<file path="config.mk">
export PLATFORM = sky130hd
export DESIGN_NAME = enemy_ctrl_gen_flat
export DESIGN_NICKNAME = d
export VERILOG_FILES = /design/src/rtl/game_pkg.sv /design/src/rtl/enemy_ctrl_gen_if.sv /design/src/rtl/enemy_probe.sv /design/src/rtl/enemy_ctrl_gen.sv /design/src/flat_wrapper.sv
export SDC_FILE = /design/constraint.sdc
export NUM_CORES = 1
export LEC_CHECK = 0
export BUFFER_PORTS_ARGS = -buffer_cell sky130_fd_sc_hd__buf_2
export CAP_MARGIN = 20
export CORE_MARGIN = 2
export CORE_UTILIZATION = 30
export CTS_CLUSTER_DIAMETER = 200
export CTS_CLUSTER_SIZE = 25
export DETAILED_ROUTE_END_ITERATION = 10
export MAX_ROUTING_LAYER = met4
export RECOVER_POWER = 50
export SYNTH_ARGS = -nofsm -noshare
export SYNTH_HDL_FRONTEND = slang
export SYNTH_SLANG_ARGS = --single-unit
</file>
<file path="constraint.sdc">
create_clock -name clk_pix -period 12.5 [get_ports clk_pix]
set_input_delay 0.625 -clock clk_pix [delete_from_list [all_inputs] [get_ports clk_pix]]
set_output_delay 0.625 -clock clk_pix [all_outputs]
set_load 0.1 [all_outputs]
</file>
<file path="src/rtl/game_pkg.sv">
`default_nettype none
// ============================================================================
// Module      : game_pkg
// Description : Shared screen/tile geometry, tile codes and the enemy
//               direction encoding used by the enemy controller.
// Revision    : 1.0 - initial release
// ============================================================================
package game_pkg;

    localparam int SCR_W   = 1920;
    localparam int SCR_H   = 1080;
    localparam int TILE_SZ = 40;
    localparam int MAP_W   = SCR_W / TILE_SZ;
    localparam int MAP_H   = SCR_H / TILE_SZ;

    localparam logic [3:0] TILE_BG   = 4'd0;
    localparam logic [3:0] TILE_WALL = 4'd1;
    localparam logic [3:0] TILE_COIN = 4'd2;

    typedef enum logic [1:0] {
        UP    = 2'd0,
        DOWN  = 2'd1,
        LEFT  = 2'd2,
        RIGHT = 2'd3
    } dir_t;

endpackage
`default_nettype wire

</file>
<file path="src/rtl/enemy_ctrl_gen_if.sv">
`default_nettype none
// ============================================================================
// Module      : enemy_ctrl_gen_if
// Description : Tile-lookup req/ack bus between the enemy controller
//               (master) and the map ROM/RAM arbiter (slave).
// Revision    : 1.0 - initial release
// ============================================================================
interface enemy_ctrl_gen_if;

    logic        tile_req;
    logic [10:0] tile_addr;
    logic        tile_ack;
    logic [3:0]  tile_code;

    modport master (
        output tile_req,
        output tile_addr,
        input  tile_ack,
        input  tile_code
    );

    modport slave (
        input  tile_req,
        input  tile_addr,
        output tile_ack,
        output tile_code
    );

endinterface
`default_nettype wire

</file>
<file path="src/rtl/enemy_probe.sv">
`default_nettype none
// ============================================================================
// Module      : enemy_probe
// Description : Leading-edge probe point for one enemy moving one step in a
//               given direction, screen-bound check and pixel-to-tile index.
// Revision    : 1.0 - initial release
// ============================================================================
module enemy_probe
    import game_pkg::*;
#(
    parameter int SCR_W      = game_pkg::SCR_W,
    parameter int SCR_H      = game_pkg::SCR_H,
    parameter int TILE_SZ    = game_pkg::TILE_SZ,
    parameter int ENEMY_SIZE = 40,
    parameter int STEP       = 2
) (
    input  logic [11:0] i_x,
    input  logic [11:0] i_y,
    input  dir_t        i_dir,
    output logic        o_in_bounds,
    output logic [10:0] o_tile_addr
);

    localparam int          c_MAP_W = SCR_W / TILE_SZ;
    localparam logic [11:0] c_STEP  = 12'(STEP);
    localparam logic [11:0] c_HALF  = 12'(ENEMY_SIZE / 2);
    localparam logic [11:0] c_FAR   = 12'(ENEMY_SIZE - 1 + STEP);

    logic [11:0] w_px;
    logic [11:0] w_py;
    logic        w_under;
    logic [10:0] w_row;
    logic [10:0] w_col;

    // Probe point one step ahead; underflow is caught before subtracting.
    always_comb begin
        w_px    = i_x + c_HALF;
        w_py    = i_y;
        w_under = 1'b0;
        case (i_dir)
            UP: begin
                w_under = (i_y < c_STEP);
                w_px    = i_x + c_HALF;
                w_py    = i_y - c_STEP;
            end
            DOWN: begin
                w_px = i_x + c_HALF;
                w_py = i_y + c_FAR;
            end
            LEFT: begin
                w_under = (i_x < c_STEP);
                w_px    = i_x - c_STEP;
                w_py    = i_y + c_HALF;
            end
            default: begin
                w_px = i_x + c_FAR;
                w_py = i_y + c_HALF;
            end
        endcase
        o_in_bounds = !w_under && (w_px < 12'(SCR_W)) && (w_py < 12'(SCR_H));
    end

    // Exact constant divide; quotients are far below 2^11 on any legal screen.
    assign w_row       = 11'(w_py / 12'(TILE_SZ));
    assign w_col       = 11'(w_px / 12'(TILE_SZ));
    assign o_tile_addr = w_row * 11'(c_MAP_W) + w_col;

endmodule
`default_nettype wire

</file>
<file path="src/rtl/enemy_ctrl_gen.sv">
`default_nettype none
// ============================================================================
// Module      : enemy_ctrl_gen
// Description : Moves NUM_ENEMY enemies around the tile maze. After each
//               frame_tick the enemies are serviced one at a time through a
//               shared tile-lookup port; a step is taken only when the tile
//               ahead is not a wall.
//               Optional macro ENEMY_CHASE_EN: when a new direction is
//               drawn and lfsr[0] is set, head toward the player instead.
// Revision    : 1.0 - initial release
// ============================================================================
module enemy_ctrl_gen
    import game_pkg::*;
#(
    parameter int          NUM_ENEMY  = 4,
    parameter int          SCR_W      = game_pkg::SCR_W,
    parameter int          SCR_H      = game_pkg::SCR_H,
    parameter int          TILE_SZ    = game_pkg::TILE_SZ,
    parameter int          ENEMY_SIZE = 40,
    parameter int          STEP       = 2,
    parameter logic [15:0] LFSR_SEED  = 16'hABCD
) (
    input  logic                      clk_pix,
    input  logic                      rst,
    input  logic                      frame_tick,
    input  logic                      game_reset,
    enemy_ctrl_gen_if.master          tile_bus,
    input  logic [11:0]               pac_x,
    input  logic [11:0]               pac_y,
    output logic [12*NUM_ENEMY-1:0]   enemy_x_flat,
    output logic [12*NUM_ENEMY-1:0]   enemy_y_flat,
    output logic                      busy,
    output logic                      scan_done,
    output logic                      overrun
);

    localparam int                 c_IDX_W = (NUM_ENEMY > 1) ? $clog2(NUM_ENEMY) : 1;
    localparam logic [c_IDX_W-1:0] c_LAST  = c_IDX_W'(NUM_ENEMY - 1);
    localparam logic [11:0]        c_STEP  = 12'(STEP);
    localparam logic [11:0]        c_X_FAR = 12'(SCR_W - ENEMY_SIZE);
    localparam logic [11:0]        c_Y_FAR = 12'(SCR_H - ENEMY_SIZE);

    localparam logic [2:0] c_ST_IDLE   = 3'd0;
    localparam logic [2:0] c_ST_PICK   = 3'd1;
    localparam logic [2:0] c_ST_WAIT   = 3'd2;
    localparam logic [2:0] c_ST_COMMIT = 3'd3;
    localparam logic [2:0] c_ST_BLOCK  = 3'd4;
    localparam logic [2:0] c_ST_NEXT   = 3'd5;

    logic [2:0]         r_state;
    logic [c_IDX_W-1:0] r_idx;
    logic [15:0]        r_lfsr;
    logic [11:0]        r_x    [NUM_ENEMY];
    logic [11:0]        r_y    [NUM_ENEMY];
    dir_t               r_dir  [NUM_ENEMY];
    logic [5:0]         r_dist [NUM_ENEMY];
    logic               r_tile_req;
    logic [10:0]        r_tile_addr;
    logic               r_busy;
    logic               r_scan_done;
    logic               r_overrun;

    logic [11:0] w_cur_x;
    logic [11:0] w_cur_y;
    dir_t        w_new_dir;
    dir_t        w_pick_dir;
    logic        w_in_bounds;
    logic [10:0] w_probe_addr;
    logic        w_lfsr_fb;

    function automatic logic [11:0] f_spawn_x(input int i);
        return ((i % 4) == 1 || (i % 4) == 3) ? c_X_FAR : 12'd0;
    endfunction

    function automatic logic [11:0] f_spawn_y(input int i);
        return ((i % 4) >= 2) ? c_Y_FAR : 12'd0;
    endfunction

    assign w_cur_x = r_x[r_idx];
    assign w_cur_y = r_y[r_idx];

`ifdef ENEMY_CHASE_EN
    logic [11:0] w_adx;
    logic [11:0] w_ady;
    dir_t        w_chase_dir;

    // Head toward the player along the axis with the larger gap (ties -> X).
    always_comb begin
        w_adx = (pac_x >= w_cur_x) ? (pac_x - w_cur_x) : (w_cur_x - pac_x);
        w_ady = (pac_y >= w_cur_y) ? (pac_y - w_cur_y) : (w_cur_y - pac_y);
        if (w_adx >= w_ady) begin
            w_chase_dir = (pac_x > w_cur_x) ? RIGHT : LEFT;
        end else begin
            w_chase_dir = (pac_y > w_cur_y) ? DOWN : UP;
        end
    end

    assign w_new_dir = r_lfsr[0] ? w_chase_dir : dir_t'(r_lfsr[15:14]);
`else
    logic w_pac_unused;
    assign w_pac_unused = ^{pac_x, pac_y};
    assign w_new_dir    = dir_t'(r_lfsr[15:14]);
`endif

    // A fresh direction is only drawn once the current run is exhausted.
    assign w_pick_dir = (r_dist[r_idx] == 6'd0) ? w_new_dir : r_dir[r_idx];

    enemy_probe #(
        .SCR_W      (SCR_W),
        .SCR_H      (SCR_H),
        .TILE_SZ    (TILE_SZ),
        .ENEMY_SIZE (ENEMY_SIZE),
        .STEP       (STEP)
    ) u_probe (
        .i_x         (w_cur_x),
        .i_y         (w_cur_y),
        .i_dir       (w_pick_dir),
        .o_in_bounds (w_in_bounds),
        .o_tile_addr (w_probe_addr)
    );

    assign w_lfsr_fb = r_lfsr[15] ^ r_lfsr[13] ^ r_lfsr[12] ^ r_lfsr[10];

    // Free-running LFSR; only the hard reset reseeds it.
    always_ff @(posedge clk_pix) begin
        if (rst) begin
            r_lfsr <= LFSR_SEED;
        end else begin
            r_lfsr <= {r_lfsr[14:0], w_lfsr_fb};
        end
    end

    // Scan sequencer: one enemy at a time, PICK -> (WAIT) -> COMMIT/BLOCK -> NEXT.
    always_ff @(posedge clk_pix) begin
        if (rst || game_reset) begin
            r_state     <= c_ST_IDLE;
            r_idx       <= '0;
            r_tile_req  <= 1'b0;
            r_tile_addr <= '0;
            r_busy      <= 1'b0;
            r_scan_done <= 1'b0;
            r_overrun   <= 1'b0;
            for (int i = 0; i < NUM_ENEMY; i++) begin
                r_x[i]    <= f_spawn_x(i);
                r_y[i]    <= f_spawn_y(i);
                r_dir[i]  <= UP;
                r_dist[i] <= 6'd0;
            end
        end else begin
            r_scan_done <= 1'b0;
            r_overrun   <= frame_tick && r_busy;
            case (r_state)
                c_ST_IDLE: begin
                    if (frame_tick) begin
                        r_idx   <= '0;
                        r_busy  <= 1'b1;
                        r_state <= c_ST_PICK;
                    end
                end
                c_ST_PICK: begin
                    r_dir[r_idx] <= w_pick_dir;
                    if (r_dist[r_idx] == 6'd0) begin
                        r_dist[r_idx] <= r_lfsr[13:8];
                    end
                    if (w_in_bounds) begin
                        r_tile_req  <= 1'b1;
                        r_tile_addr <= w_probe_addr;
                        r_state     <= c_ST_WAIT;
                    end else begin
                        r_state <= c_ST_BLOCK;
                    end
                end
                c_ST_WAIT: begin
                    if (tile_bus.tile_ack) begin
                        r_tile_req <= 1'b0;
                        r_state    <= (tile_bus.tile_code == TILE_WALL) ? c_ST_BLOCK : c_ST_COMMIT;
                    end
                end
                c_ST_COMMIT: begin
                    case (r_dir[r_idx])
                        UP:      r_y[r_idx] <= r_y[r_idx] - c_STEP;
                        DOWN:    r_y[r_idx] <= r_y[r_idx] + c_STEP;
                        LEFT:    r_x[r_idx] <= r_x[r_idx] - c_STEP;
                        default: r_x[r_idx] <= r_x[r_idx] + c_STEP;
                    endcase
                    if (r_dist[r_idx] != 6'd0) begin
                        r_dist[r_idx] <= r_dist[r_idx] - 6'd1;
                    end
                    r_state <= c_ST_NEXT;
                end
                c_ST_BLOCK: begin
                    r_dist[r_idx] <= 6'd0;
                    r_state       <= c_ST_NEXT;
                end
                c_ST_NEXT: begin
                    if (r_idx == c_LAST) begin
                        r_scan_done <= 1'b1;
                        r_busy      <= 1'b0;
                        r_state     <= c_ST_IDLE;
                    end else begin
                        r_idx   <= r_idx + c_IDX_W'(1);
                        r_state <= c_ST_PICK;
                    end
                end
                default: begin
                    r_state <= c_ST_IDLE;
                end
            endcase
        end
    end

    generate
        for (genvar g = 0; g < NUM_ENEMY; g++) begin : g_flat
            assign enemy_x_flat[12*g +: 12] = r_x[g];
            assign enemy_y_flat[12*g +: 12] = r_y[g];
        end
    endgenerate

    assign tile_bus.tile_req  = r_tile_req;
    assign tile_bus.tile_addr = r_tile_addr;
    assign busy               = r_busy;
    assign scan_done          = r_scan_done;
    assign overrun            = r_overrun;

endmodule
`default_nettype wire

</file>
<file path="src/flat_wrapper.sv">
// flat-port wrapper written by rule: the top's interface ports become plain ports
module enemy_ctrl_gen_flat import game_pkg::*;
#(
    parameter int          NUM_ENEMY  = 4,
    parameter int          SCR_W      = game_pkg::SCR_W,
    parameter int          SCR_H      = game_pkg::SCR_H,
    parameter int          TILE_SZ    = game_pkg::TILE_SZ,
    parameter int          ENEMY_SIZE = 40,
    parameter int          STEP       = 2,
    parameter logic [15:0] LFSR_SEED  = 16'hABCD
)
  (clk_pix, rst, frame_tick, game_reset, pac_x, pac_y, enemy_x_flat, enemy_y_flat, busy, scan_done, overrun, tile_bus_tile_req, tile_bus_tile_addr, tile_bus_tile_ack, tile_bus_tile_code);
  enemy_ctrl_gen_if tile_bus_i ();
  input  logic clk_pix;
  input  logic rst;
  input  logic frame_tick;
  input  logic game_reset;
  input  logic [11:0] pac_x;
  input  logic [11:0] pac_y;
  output logic [12*NUM_ENEMY-1:0] enemy_x_flat;
  output logic [12*NUM_ENEMY-1:0] enemy_y_flat;
  output logic busy;
  output logic scan_done;
  output logic overrun;
  output wire logic [$bits(tile_bus_i.tile_req)-1:0] tile_bus_tile_req;
  output wire logic [$bits(tile_bus_i.tile_addr)-1:0] tile_bus_tile_addr;
  input wire logic [$bits(tile_bus_i.tile_ack)-1:0] tile_bus_tile_ack;
  input wire logic [$bits(tile_bus_i.tile_code)-1:0] tile_bus_tile_code;
  assign tile_bus_tile_req = tile_bus_i.tile_req;
  assign tile_bus_tile_addr = tile_bus_i.tile_addr;
  assign tile_bus_i.tile_ack = tile_bus_tile_ack;
  assign tile_bus_i.tile_code = tile_bus_tile_code;
  enemy_ctrl_gen #(.NUM_ENEMY(NUM_ENEMY), .SCR_W(SCR_W), .SCR_H(SCR_H), .TILE_SZ(TILE_SZ), .ENEMY_SIZE(ENEMY_SIZE), .STEP(STEP), .LFSR_SEED(LFSR_SEED)) u_core (.clk_pix(clk_pix), .rst(rst), .frame_tick(frame_tick), .game_reset(game_reset), .tile_bus(tile_bus_i), .pac_x(pac_x), .pac_y(pac_y), .enemy_x_flat(enemy_x_flat), .enemy_y_flat(enemy_y_flat), .busy(busy), .scan_done(scan_done), .overrun(overrun));
endmodule
</file>
After elaboration in Yosys (flattened, before gate mapping). Memory sizes are Yosys's and may differ from the RTL's. A register that Yosys moved wholly into a read port is not among the register bits. Index checks and enable logic that the tools add are counted.

Memory bits (writable): 128. Output and inout port bits: 111. Bits in latches: 0. Memories: 4. Flip-flop bits (word level): 36. Memory bits (read-only): 0. Logic and storage cells: 155.

Bitwise gates (word level): 8. Divide/modulo/power cells: 2. Reductions and logical operators: 25. Multipliers: 1. Shift-type cells: 0. Muxes and demuxes: 76. Add/sub/neg operators: 11. Magnitude comparators: 4. Equal/unequal tests: 16.

Memory list: u_core.r_x (words 4, width 12, read ports 5, clocked after memory_dff 1, write ports 4, line enemy_ctrl_gen.sv:53) `logic [11:0] r_x [NUM_ENEMY];`; u_core.r_y (words 4, width 12, read ports 5, clocked after memory_dff 1, write ports 4, line enemy_ctrl_gen.sv:54) `logic [11:0] r_y [NUM_ENEMY];`; u_core.r_dist (words 4, width 6, read ports 1, clocked after memory_dff 1, write ports 4, line enemy_ctrl_gen.sv:56) `logic [5:0] r_dist [NUM_ENEMY];`; u_core.r_dir (words 4, width 2, read ports 1, clocked after memory_dff 1, write ports 4, line enemy_ctrl_gen.sv:55) `dir_t r_dir [NUM_ENEMY];`.

Operators with widths (count): 2-to-1 mux 12 bit (4); case mux 12 bit (2 select lines) (2); 2-to-1 mux 1 bit (42); 2-to-1 mux 2 bit (16); adder 12 x 2 -> 12 bit, second input constant (2); adder 12 x 5 -> 12 bit, second input constant (2); adder 12 x 6 -> 12 bit, second input constant (2); divider 12 x 6 -> 12 bit, second input constant (2); < comparator 12 x 11 -> 1 bit, second input constant (2); < comparator 12 x 2 -> 1 bit, second input constant (2); OR reduction 12 bit (2); subtractor 12 x 2 -> 12 bit, second input constant (2); 2-to-1 mux 6 bit (3); case mux 3 bit (5 select lines) (1); 2-to-1 mux 3 bit (4); adder 11 bit (1); multiplier 11 x 2 -> 7 bit, second input constant (1); AND reduction 3 bit (3); inequality test 2 bit, second input constant (4); OR reduction 2 bit (4); == test 2 bit, second input constant (3); == test 3 x 2 -> 1 bit, second input constant (2); == test 3 bit, second input constant (2); logical NOT 6 bit (1); 21 further kinds (34).

Logic depth before layout (Yosys ltp).
Depth after elaboration: 10. Gate-level depth with buffers: 33.

By module. Synthesis repeated with hierarchy kept, for this count alone.

Cell total of the unflattened synthesis: 1113. Area, all modules: 11021.8 um^2.

Modules (own cells, without submodules): enemy_ctrl_gen (instances 1, cells each 668, seq. area each 4604.4 um^2, area an instance 7998.9 um^2); enemy_probe (instances 1, cells each 445, seq. area each 0.0 um^2, area an instance 3022.9 um^2).

Least setup slack after synthesis. No wires, ideal clock.

Kind: reg-to-reg. From: mem u_core.r_y[1][3]. To: reg u_core.r_tile_addr[10], in the netlist u_core.tile_bus.tile_addr[10]. Cell stages (with the launch flop): 26. Setup slack: 6217 ps. Library setup time: 134 ps. Arrival time: 6149 ps. Required time: 12366 ps. Cells stage by stage: edfxtp_1 -> mux4_2 -> clkbuf_1 -> inv_1 -> ha_1 -> and2_1 -> o21ai_0 -> a21oi_1 -> o311a_1 -> o22ai_1 -> o32a_1 -> clkbuf_1 -> nand2_1 -> a32o_1 -> a211o_1 -> or3_1 -> o21ai_1 -> ha_1 -> fa_1 -> ha_1 -> a21oi_1 -> nor2_1 -> nand3_1 -> xor2_1 -> nand3_1 -> a21oi_1.

RTL lines: from (decl) (line enemy_ctrl_gen.sv:54); to (signal assigned) (line enemy_ctrl_gen.sv:167) `r_tile_addr <= w_probe_addr;`; to (decl) (line enemy_ctrl_gen.sv:58) `logic [10:0] r_tile_addr;`.

==> reports/results.tsv <==
stage	metric	value	unit
outcome	status	complete, but fails checks	
outcome	violations	max-capacitance violations, max-slew violations	
logic_synthesis	yosys_register_bits	166	
floorplanning	initial_core_util	30.2	%
clock_tree	cts_made_buffers	17	
clock_tree	cts.path.max_buffers	2	
timing	skew	0.0102	ns
clock_tree	cts_num_sinks	166	
setup_path	crit_required	12.78	ns
power	switching_power	0.675	mW
timing	totalNegativeSetupSlack	0	ns
clock_tree	cts_tree	done	
placed_design	io_buffers	119	
cells_and_area	diodes	0	
floorplanning	dieArea	38100	µm²
power	pwr-share-comb	35.2	%
placed_design	gp_congestion	0.920	
flow_run	drv_cap	1	
cells_and_area	n_fill_cell	3841	
floorplanning	dieWidth	195	µm
setup_path	crit_type	reg2reg	
placed_design	hpwlAfterDp	22500	µm
logic_synthesis	netlist_area	11000	µm²
hold_path	min_path_type	reg2reg	
logic_synthesis	ys_warn_count	0	
placed_design	place_ws	5.01	ns
drt	route.antenna.remaining_nets	0	
timing	setup_viol	0	
clock_tree	path_clk_slew	0.07	ns
timing	hold_ws	0.412	ns
floorplanning	ioPinCount	144	
grt	grt_start_max_net_pins	37	
drt	met1Wirelength	13900	µm
clock_tree	worstSkewPairLatency	0.45	ns
placed_design	dp_cells	1661	
cells_and_area	layout_commonest_cell	nor2_1	
logic_synthesis	synth.avg_cell_area	9.67	µm²
setup_path	cp-end-kind	register	
setup_path	worstRegToRegCells	26	
logic_synthesis	synthFlopType	edfxtp_1	
clock_tree	holdBufCountCts	0	
drt	route.detailed.drc	0	
timing	rsz0062_at_grt	no	
drt	drt_iter0_markers	1003	
drt	wl_met2	14600	µm
floorplanning	die_h	195	µm
timing	max_freq	0.108	GHz
power	powerDensity	146	nW/µm²
cells_and_area	syn_to_final_growth	12.7	%
grt	grt_pass1_vias	8822	
power	vdd_drop_max	0.0712	mV
cells_and_area	drive_gt1_share	11.9	%
drt	top_layer	met4	
drt	routedWlPerCell	18.3	µm
hold_path	min_path_cells	1	
power	sw_frac_of_total	37.3	%
cells_and_area	final_util	34.1	%
clock_tree	htree_num_levels	4	
drt	vias_per_cell	5.39	
grt	grtUsageTotal	16.9	%
clock_tree	cts_setup_buffers	0	
timing	tightest_slew	3.09	ns
power	power_frac_seq	34.4	%
cells_and_area	layout_common_cells	183 x nor2_1, 128 x edfxtp_1, 116 x clkbuf_1	
timing	slew_headroom	-106	%
logic_synthesis	netlist_instances	1134	
cells_and_area	instances_no_fill	1696	
clock_tree	cts-root-buf	clkbuf_16	
power	pwr-share-clk	30.4	%
logic_synthesis	synth-edff-count	128	
grt	grt_overflow	0	
power	leakage	4.33	nW
power	internal_power	1.13	mW
logic_synthesis	synth_nets	1193	
timing	hold_violations	0	
setup_path	crit_path_start_kind	register	
clock_tree	cts_resized	0	
drt	routed-wl-met3	1830	µm
floorplanning	coreArea	36300	µm²
logic_synthesis	ys_async_sr_fraction	0	%
grt	grt_pass1_wl	49300	µm
logic_synthesis	synth_cell_types	97	
setup_path	crit_arrival	9.53	ns
cells_and_area	nets	1274	
grt	antenna_found_initial	0	
setup_path	cp_max_fo	36	
cells_and_area	ff_latch_area	4610	µm²
drt	firstDrtPassIters	5	
drt	vias	9140	
logic_synthesis	synth-seq-area-share	42.0	%
floorplanning	rows	70	
timing	finalCritPeriodShare	74.0	%
timing	period_needed	9.25	ns
timing	setup_ws	3.25	ns
timing	slew_violations	37	
drt	finalWirelength	31000	µm
cells_and_area	multi_input_area	5760	µm²
## power groups by stage
| stage | Clock (mW) | Sequential, mW | Combinational (mW) |
|---|---|---|---|
| after floorplan | 0 | 0.721 | 0.436 |
| after CTS | 0.558 | 0.623 | 0.639 |
| final | 0.549 | 0.623 | 0.637 |
| after global routing | 0.581 | 0.625 | 0.707 |
| after global placement | 0 | 0.634 | 0.627 |
| after detailed placement | 0 | 0.635 | 0.635 |
## worst paths after layout
check	start	endpoint	slack, ns
hold reg to reg	u_core.r_lfsr[1]$_SDFF_PP0_	u_core.r_lfsr[2]$_SDFF_PP1_	0.41
setup reg to reg	register	u_core.tile_bus.tile_addr[10]$_SDFFE_PP0P_	3.25
hold / removal	u_core.r_lfsr[1]$_SDFF_PP0_	u_core.r_lfsr[2]$_SDFF_PP1_	0.41
setup / recovery	register	u_core.tile_bus.tile_addr[10]$_SDFFE_PP0P_	3.25
## metrics by stage
step	cell area (µm²)	power [mW]
floorplan	11000	1.16
global placement	11900	1.26
detailed placement	11900	1.27
CTS	12500	1.82
global route	12400	1.91
finish	12400	1.81
## sequential cells by signal (all words and copies together) (netlist names), named ones only
name                       count
u_core.busy                    1
u_core.overrun                 1
u_core.r_dir                   8
u_core.r_dist                 24
u_core.r_idx                   2
u_core.r_lfsr                 16
u_core.r_state                 3
u_core.r_x                    48
u_core.r_y                    48
u_core.scan_done               1
u_core.tile_bus.tile_addr     11
u_core.tile_bus.tile_req       1
## cell type report
cell class,instances,share of cell area [%]
clock buffer,17,3.44
clock inverter,15,1.51
inverter,59,1.79
multi-input combinational,834,46.6
sequential,166,37.3
tap,468,4.74
timing repair buffer,137,4.64
## routing by layer
layer	up-vias	track usage, %
met5	-	-
met4	0	6.45
met3	54	3.39
met2	323	25.6
met1	4443	22.3
li1	4320	-
## worst max-delay path: stages (launching register included)
cell and delay, ns:
dfxtp_1 0.30, clkbuf_1 2.16, mux4_2 0.83, inv_1 0.15, ha_1 0.15, inv_1 0.07
or4_1 0.60, nor4_4 0.25, nand4_1 0.17, a31oi_2 0.27, xor2_1 0.74, nand2_1 0.31
or3_1 0.42, a21oi_1 0.20, a211o_1 0.19, o21ai_1 0.09, a2bb2oi_1 0.16, o211ai_1 0.25
ha_1 0.23, fa_1 0.43, ha_1 0.34, a21oi_1 0.08, nor2_1 0.16, nand3_1 0.11
xor2_1 0.16, nand3_1 0.10, a21oi_1 0.07
## logic make-up (layout without fill, tap and decap cells)
logic type               after synthesis  count (layout)  share of synthesized area (%)
flip-flops                           166             166                           42.0
AO/OA/AOI/OAI                        247             247                           16.0
AND/OR/NAND/NOR                      445             445                           19.6
buffers and inverters                134             228                           5.42
XOR/XNOR                              66              66                           5.86
multiplexers                          47              47                           7.66
adder cells (fa/ha/maj)               29              29                           3.39
## Yosys cell counts, drive strengths merged (34+ instances only)
cell type,count,area share [%]
buf,41,2.2
inv,59,2.0
clkbuf,34,1.2
nand2,83,2.9
o21ai,60,2.9
nand3,34,1.6
a21oi,64,3.0
xnor2,45,3.8
dfxtp,38,6.9
nor3,43,2.2
edfxtp,128,35
nor2,187,6.5
Power figures use the tool's default switching activity.
